$ cat config.mk
export PLATFORM = sky130hd
export DESIGN_NAME = wm_panel_ctrl
export DESIGN_NICKNAME = d
export VERILOG_FILES = /design/src/rtl/wm_pkg.sv /design/src/rtl/wm_debounce.sv /design/src/rtl/wm_panel_ctrl.sv
export SDC_FILE = /design/constraint.sdc
export NUM_CORES = 1
export LEC_CHECK = 0
export BUFFER_PORTS_ARGS = -buffer_cell sky130_fd_sc_hd__buf_2
export CORE_UTILIZATION = 48
export DETAILED_ROUTE_END_ITERATION = 10
export PLACE_DENSITY = 0.69
export REMOVE_ABC_BUFFERS = 1
export SYNTH_ARGS = -nofsm -noshare
export SYNTH_HDL_FRONTEND = slang
export SYNTH_SLANG_ARGS = --single-unit
export TNS_END_PERCENT = 30
$ cat constraint.sdc
create_clock -name clk -period 4.1 [get_ports clk]
set_input_delay 0.615 -clock clk [delete_from_list [all_inputs] [get_ports clk]]
set_output_delay 0.615 -clock clk [all_outputs]
set_load 0.05 [all_outputs]
$ cat src/rtl/wm_pkg.sv
// Shared definitions for the washing-machine front panel and the WashingMachine block.
package wm_pkg;

  typedef enum logic [1:0] {
    ST_IDLE,
    ST_DELAY,
    ST_RUN,
    ST_UNLOCK
  } wm_state_e;

  localparam int DEBOUNCE_CYCLES_DEF = 4;
  localparam int DELAY_W_DEF         = 8;
  localparam int TICK_DIV_DEF        = 10;
  localparam int UNLOCK_CYCLES_DEF   = 3;

endpackage

$ cat src/rtl/wm_debounce.sv
// Synchronizes one raw panel input, debounces it and flags rising edges of the
// debounced level as a single-cycle registered pulse.
module wm_debounce #(
  parameter int CYCLES = wm_pkg::DEBOUNCE_CYCLES_DEF
) (
  input  logic clk,
  input  logic rst_n,
  input  logic raw_i,
  output logic level_o,
  output logic press_o
);

  localparam int CW = $clog2(CYCLES + 1);

  logic          sync1_q, sync2_q;
  logic [CW-1:0] cnt_q, cnt_d;
  logic          level_q, level_d;
  logic          prev_q;
  logic          press_q;

  // The level only flips after CYCLES consecutive disagreeing samples;
  // any agreeing sample restarts the count.
  always_comb begin
    cnt_d   = '0;
    level_d = level_q;
    if (sync2_q != level_q) begin
      if (cnt_q == CW'(CYCLES - 1)) begin
        level_d = ~level_q;
      end else begin
        cnt_d = cnt_q + CW'(1);
      end
    end
  end

  always_ff @(posedge clk or negedge rst_n) begin
    if (!rst_n) begin
      sync1_q <= 1'b0;
      sync2_q <= 1'b0;
      cnt_q   <= '0;
      level_q <= 1'b0;
      prev_q  <= 1'b0;
      press_q <= 1'b0;
    end else begin
      sync1_q <= raw_i;
      sync2_q <= sync1_q;
      cnt_q   <= cnt_d;
      level_q <= level_d;
      prev_q  <= level_q;
      press_q <= level_q & ~prev_q;
    end
  end

  assign level_o = level_q;
  assign press_o = press_q;

endmodule

$ cat src/rtl/wm_panel_ctrl.sv
// Front-panel controller: door interlock, optional delayed start and the
// start level that keeps WashingMachine running for a whole wash.
module wm_panel_ctrl
  import wm_pkg::*;
#(
  parameter int DEBOUNCE_CYCLES = DEBOUNCE_CYCLES_DEF,
  parameter int DELAY_W         = DELAY_W_DEF,
  parameter int TICK_DIV        = TICK_DIV_DEF,
  parameter int UNLOCK_CYCLES   = UNLOCK_CYCLES_DEF
) (
  input  logic               clk,
  input  logic               rst_n,
  input  logic               btn_start_raw,
  input  logic               btn_cancel_raw,
  input  logic               door_closed_raw,
  input  logic [DELAY_W-1:0] delay_sel,
  input  logic               machine_done,
  output logic               start,
  output logic               door_lock,
  output logic               busy,
  output logic [DELAY_W-1:0] delay_remaining,
  output logic               err_door
);

  localparam int PW = $clog2(TICK_DIV + 1);
  localparam int UW = $clog2(UNLOCK_CYCLES + 1);

  logic start_press, start_level;
  logic cancel_press, cancel_level;
  logic door_closed, door_press;

  wm_debounce #(.CYCLES(DEBOUNCE_CYCLES)) u_db_start (
    .clk     (clk),
    .rst_n   (rst_n),
    .raw_i   (btn_start_raw),
    .level_o (start_level),
    .press_o (start_press)
  );

  wm_debounce #(.CYCLES(DEBOUNCE_CYCLES)) u_db_cancel (
    .clk     (clk),
    .rst_n   (rst_n),
    .raw_i   (btn_cancel_raw),
    .level_o (cancel_level),
    .press_o (cancel_press)
  );

  wm_debounce #(.CYCLES(DEBOUNCE_CYCLES)) u_db_door (
    .clk     (clk),
    .rst_n   (rst_n),
    .raw_i   (door_closed_raw),
    .level_o (door_closed),
    .press_o (door_press)
  );

  logic unused_db;
  assign unused_db = &{1'b0, start_level, cancel_level, door_press};

  wm_state_e          state_q;
  logic               start_q, lock_q, busy_q, err_q;
  logic [DELAY_W-1:0] remain_q;
  logic [PW-1:0]      presc_q;
  logic [UW-1:0]      unlock_q;

  // Cancel outranks start in every state; in RUN all exit causes merge into
  // one UNLOCK transition, with err_door flagged whenever the door is open.
  always_ff @(posedge clk or negedge rst_n) begin
    if (!rst_n) begin
      state_q  <= ST_IDLE;
      start_q  <= 1'b0;
      lock_q   <= 1'b0;
      busy_q   <= 1'b0;
      err_q    <= 1'b0;
      remain_q <= '0;
      presc_q  <= '0;
      unlock_q <= '0;
    end else begin
      err_q <= 1'b0;
      case (state_q)
        ST_IDLE: begin
          if (!cancel_press && start_press) begin
            if (!door_closed) begin
              err_q <= 1'b1;
            end else if (delay_sel == '0) begin
              state_q <= ST_RUN;
              start_q <= 1'b1;
              lock_q  <= 1'b1;
              busy_q  <= 1'b1;
            end else begin
              state_q  <= ST_DELAY;
              remain_q <= delay_sel;
              presc_q  <= '0;
              lock_q   <= 1'b1;
              busy_q   <= 1'b1;
            end
          end
        end
        ST_DELAY: begin
          if (cancel_press || !door_closed) begin
            err_q    <= ~cancel_press & ~door_closed;
            state_q  <= ST_IDLE;
            remain_q <= '0;
            lock_q   <= 1'b0;
            busy_q   <= 1'b0;
          end else if (presc_q == PW'(TICK_DIV - 1)) begin
            presc_q  <= '0;
            remain_q <= remain_q - DELAY_W'(1);
            if (remain_q == DELAY_W'(1)) begin
              state_q <= ST_RUN;
              start_q <= 1'b1;
            end
          end else begin
            presc_q <= presc_q + PW'(1);
          end
        end
        ST_RUN: begin
          if (machine_done || cancel_press || !door_closed) begin
            state_q  <= ST_UNLOCK;
            start_q  <= 1'b0;
            unlock_q <= '0;
            err_q    <= ~door_closed;
          end
        end
        ST_UNLOCK: begin
          if (unlock_q == UW'(UNLOCK_CYCLES - 1)) begin
            state_q <= ST_IDLE;
            lock_q  <= 1'b0;
            busy_q  <= 1'b0;
          end else begin
            unlock_q <= unlock_q + UW'(1);
          end
        end
        default: begin
          state_q  <= ST_IDLE;
          start_q  <= 1'b0;
          lock_q   <= 1'b0;
          busy_q   <= 1'b0;
          remain_q <= '0;
        end
      endcase
    end
  end

  assign start           = start_q;
  assign door_lock       = lock_q;
  assign busy            = busy_q;
  assign err_door        = err_q;
  assign delay_remaining = remain_q;

endmodule
# Yosys cells after proc, flatten, opt, wreduce, memory -nomap -nowiden
# Cells that the tools add are included.
# totals
reg_bits	41
word_cells	132
out_inout_bits	12
# op_classes
add_sub_neg	6
bitwise_logic	9
reduce_logical	21
muxes	48
n_eq_ne	25
# ops
operator	count
2-to-1 mux 8 bit	5
2-to-1 mux 2 bit	10
2-to-1 mux 4 bit	5
!= test 2 bit (second input constant)	10
2-to-1 mux 3 bit	6
one-hot mux 8 bit (2 select lines)	1
2-to-1 mux 1 bit	15
AND reduction 5 bit	3
adder 3 x 1 -> 3 bit (second input constant)	3
== test 3 x 2 -> 1 bit (second input constant)	3
one-hot mux 1 bit (3 select lines)	3
== test 8 x 1 -> 1 bit (second input constant)	1
zero test 8 bit	1
one-hot mux 2 bit (4 select lines)	1
one-hot mux 4 bit (2 select lines)	1
AND reduction 8 bit	1
subtractor 8 x 1 -> 8 bit (second input constant)	1
== test 2 bit (second input constant)	3
!= test 3 bit (second input constant)	2
inverter 1 bit	6
AND reduction 2 bit	3
AND reduction 6 bit	1
nonzero test 3 bit	2
adder 4 x 1 -> 4 bit (second input constant)	1
13 further kinds	21

# Depth between registers and ports, before layout
# logic_depth
ltp_word	5
ltp_mapped	6

# By module
# From an unflattened synthesis, not the netlist that was laid out.
# unflattened
cells_unflattened	179
hier_area_um2	2075.7
# by_module_without_submodules
mod	cells_per_inst	seq_area_each_um2	instances	area_each_um2
wm_panel_ctrl	131	475.5	1	1242.4
wm_debounce	16	200.2	3	277.8

# Worst setup path before layout
# OpenSTA, ideal clock, no wires.
# synth_path
path_kind	flip-flop to flip-flop
start	reg remain_q[0], in the netlist delay_remaining[0]
end	reg state_q[0]
period_less_slack_ns	2.373
stages_incl_launch_ff	6
setup_time_ns	0.125
path_slack_ns	1.727
t_arrival_ns	2.248
cell_sequence	dfrtp_1 ha_1 or4b_1 or3_4 a221oi_4 mux2_4
# synth_between
elab_chain_cells	3
# synth_rtl
element	line	rtl
start, declared	wm_panel_ctrl.sv:61	logic [DELAY_W-1:0] remain_q;
start signal, assigned	wm_panel_ctrl.sv:91	remain_q <= delay_sel;
start signal, assigned	wm_panel_ctrl.sv:107	remain_q <= remain_q - DELAY_W'(1);
== test 8 x 1 -> 1 bit	wm_panel_ctrl.sv:108	if (remain_q == DELAY_W'(1)) begin
!= test 3 bit (no line)	-	
AND reduction 6 bit (no line)	-	
end signal, assigned	wm_panel_ctrl.sv:109	state_q <= ST_RUN;
end signal, assigned	wm_panel_ctrl.sv:118	state_q <= ST_UNLOCK;
end signal, assigned	wm_panel_ctrl.sv:126	state_q <= ST_IDLE;
end, declared	wm_panel_ctrl.sv:59	wm_state_e state_q;
# Every way passes these cells.
# A chain may end at the register's enable or synchronous reset.

# Worst setup path in the final report
# layout_path
start	reg state_q[0]
end	reg remain_q[2], in the netlist delay_remaining[2]
# layout_between
elab_chain_cells	3
# layout_rtl
element	line	rtl
start signal, assigned	wm_panel_ctrl.sv:69	state_q <= ST_IDLE;
start signal, assigned	wm_panel_ctrl.sv:85	state_q <= ST_RUN;
start signal, assigned	wm_panel_ctrl.sv:90	state_q <= ST_DELAY;
== test 2 x 1 -> 1 bit / zero test 2 bit (equally long branches)	wm_panel_ctrl.sv:79	case (state_q)
!= test 3 bit (no line), or another cell as far along	-	
AND reduction 5 bit (no line)	-	
# Several ways; a longest one is shown, not always the timed one.

==> summary.md <==
| Metric | Value |
|---|---|
| FF-to-FF End | delay_remaining[2] |
| CP required | 4270 ps |
| Largest net degree at the start of global routing | 42 |
| Layout cells sized above 1 | 22.3% |
| Filler instances | 353 |
| Total Power | 1.96 mW |
| ANT cells | 0 |
| Worst hold start | u_db_cancel.sync1_q |
| Die width | 66.6 um |
| Post-detail-place hpwl | 2970 um |
| Area occupied by multi-input gates | 916 um^2 |
| Worst IR Drop VDD | 0.283 mV |
| First-pass iteration count of the detailed router | 4 |
| Count of cell types in the netlist | 45 |
| Port Buffer Count | 25 |
| CTS root buffer | clkbuf_8 |
| Hold Path End | u_db_cancel.sync2_q |
| CTS max path bufs | 2 |
| WL per Instance | 16.7 um |
| Number of CTS-inserted buffers | 5 |
| DRT iter0 DRCs | 175 |
| Postcts setup bufs | 0 |
| Clk_skew | 6.36 ps |
| Remaining antenna violation count after routing | 0 |
| IO Pins | 26 |
| Final nets | 227 |
| Max cap viols | 0 |
| Total GRT Usage | 22.0% |
| Crit path max fanout | 22 |
| Synth warn | 0 |
| LEAKAGE | 1.02 nW |
| Grt total ovfl | 0 |
| R2R depth | 4 |
| Worst-margin pin slew | 892 ps |
| Std cell rows | 23 |
| Fin cells | 256 |
| Element type at the critical path end | flop |
| Synth Flop Type | dfrtp_1 |
| DR DRC count | 0 |
| Synth top cells by count | dfrtp_1 (41), a21oi_1 (12), o21ai_0 (9) |
| Synth area leader | dfrtp_1 |
| Crit Path Class | flop to flop |
| First-pass GRT wire length | 7160 um |
| RSZ-0062 raised after global routing | false |
| Dpl cells | 248 |
| Initial antenna violation count | 0 |
| Routed vias | 1559 |
| CTS tree | yes |
| CTS resizes | 0 |
| CP startpoint kind | flop |
| R2r setup slk | 1800 ps |
| Final weighted congestion in routability-driven placement | 0.818 |
| Number of synthesized flops with an enable pin | 0 |
| Crit path time final | 2300 ps |
| Hold Buf Count CTS | 0 |
| Worst Hold Path Cells | 0 |
| Starting Density | 50.1% |
| Final Hold Fails | 0 |
| DRT Wirelength | 4270 um |
| Synthesized instance count | 179 |
| Arrival @ worst endpoint | 2470 ps |
| Post-Syn Area per Cell | 11.2 um^2 |
| Status | complete, no violations |
| Synth-to-Final Area Change | 12.4% |
| Worst min-delay path class | flop to flop |
| Register area | 1030 um^2 |
| Final period util | 56.1% |
| Worst-path clk slew | 80 ps |
| Count leader, synth | dfrtp_1 |
| Slew Limit Fails | 0 |
| Placeable Area | 4000 um^2 |
| H-tree Lvls | 2 |
| Slew headroom | 40.6% |
| Synthesized flop and latch total | 41 |
| Power Density | 868 nW/um^2 |
| DIE HEIGHT | 66.6 um |
| Asr flop ratio synth | 100% |
| Worst r2r src | state_q[0] |
| Total negative slack | 0 ps |
| Clock sink total | 41 |
| F_max | 435 MHz |
| Post-synth top area share | 51.2% |
| Post-DR vias/cell | 6.09 |
| Vias in the first global route | 1579 |
| Final Setup Violations | 0 |
| Synth Cell Area | 2000 um^2 |
| Share of the yosys chip area belonging to registers | 51.2% |
| Worst-Skew Late Latency | 290 ps |
| Die area | 4440 um^2 |
| Dominant cells by area after synthesis | dfrtp_1 (51%), ha_1 (5.0%), o2bb2ai_1 (3.5%), a21oi_1 (3.0%), nor2b_1 (2.5%) |
[placed cells by master (no fill, tap or decap), drive strengths merged, types with 2 or more instances in the layout]
master   instances
nor2b            8
mux2             4
nand3            2
or3              2
xnor2            4
clkbuf           5
clkinv           2
o221ai           4
o21ai           10
ha               8
or3b             2
a221oi           2
nor3b            5
a21o             2
a21oi           12
a22oi            2
nor2             7
nand2            6
nand2b           2
o2bb2ai          8
dfrtp           41
buf             26
nor4             5
mux2i            2
a21boi           2
nor3             8
inv              8
o211ai           3
[logic make-up after synthesis]
| group | share of synthesized area, % |
|---|---|
| adders and majority gates | 4.99 |
| AOI/OAI and AO/OA | 18.6 |
| buffers and inverters | 3.12 |
| DFF | 51.2 |
| xor gates and xnor gates | 1.75 |
| muxes | 3.43 |
| and+or+nand+nor | 16.9 |
[worst max-delay path by stage]
stage	startpoint	to	slack, ps	cells after the start
after global routing	state_q[0]	delay_remaining[6]	1670	4
final	state_q[0]	delay_remaining[2]	1800	4
after global placement	delay_sel[2]	delay_remaining[0]	1770	5
after floorplan	delay_remaining[0]	state_q[0]	1730	5
after detailed placement	delay_sel[2]	delay_remaining[1]	1610	5
after CTS	state_q[0]	delay_remaining[1]	1840	4
[where the power goes]
part	switching (mW)	internal, mW
combinational	0.586	0.375
sequential	0.185	0.551
clock	0.141	0.117
[metrics by stage]
| step | utilization, % | area [um^2] | hold WS (ps) | worst slack, ps |
|---|---|---|---|---|
| 2_1_floorplan | - | 1970 | 319 | 1730 |
| 6_report | 56.3 | 2250 | 353 | 1800 |
| 3_5_place_dp | 54.2 | 2170 | 340 | 1610 |
| 5_1_grt | 56.3 | 2250 | 363 | 1670 |
| 3_3_place_gp | 54.2 | 2170 | 333 | 1770 |
| 4_1_cts | 56.3 | 2250 | 358 | 1840 |
[flip-flops by register name, summed over array words and instances (netlist names), 2 cells and up]
name	count
presc_q	4
u_db_cancel.cnt_q	3
unlock_q	2
u_db_start.cnt_q	3
delay_remaining	8
state_q	2
u_db_door.cnt_q	3
[layout make-up]
type	instances	area share [%]
Clock buffer	5	3.05
Tap cell	50	2.78
Clock inverter	3	0.777
Inverter	8	1.33
Timing Repair Buffer	26	5.89
Multi-Input combinational cell	123	40.6
Sequential cell	41	45.5
[layer usage]
metal | global-route usage, % | routed length, um | vias up
met5 | 0 | 0 | -
met4 | 10.4 | 108 | 0
met3 | 6.51 | 196 | 12
met2 | 37.9 | 2260 | 58
met1 | 24.7 | 1710 | 774
li1 | - | - | 715
[critical path: stages, from the launching register on]
cell       delay, ps
dfrtp_1          800
inv_1            300
a221oi_2         610
o221ai_1         270
o2bb2ai_1        180
Note: power is estimated with default switching activity, not from simulation.
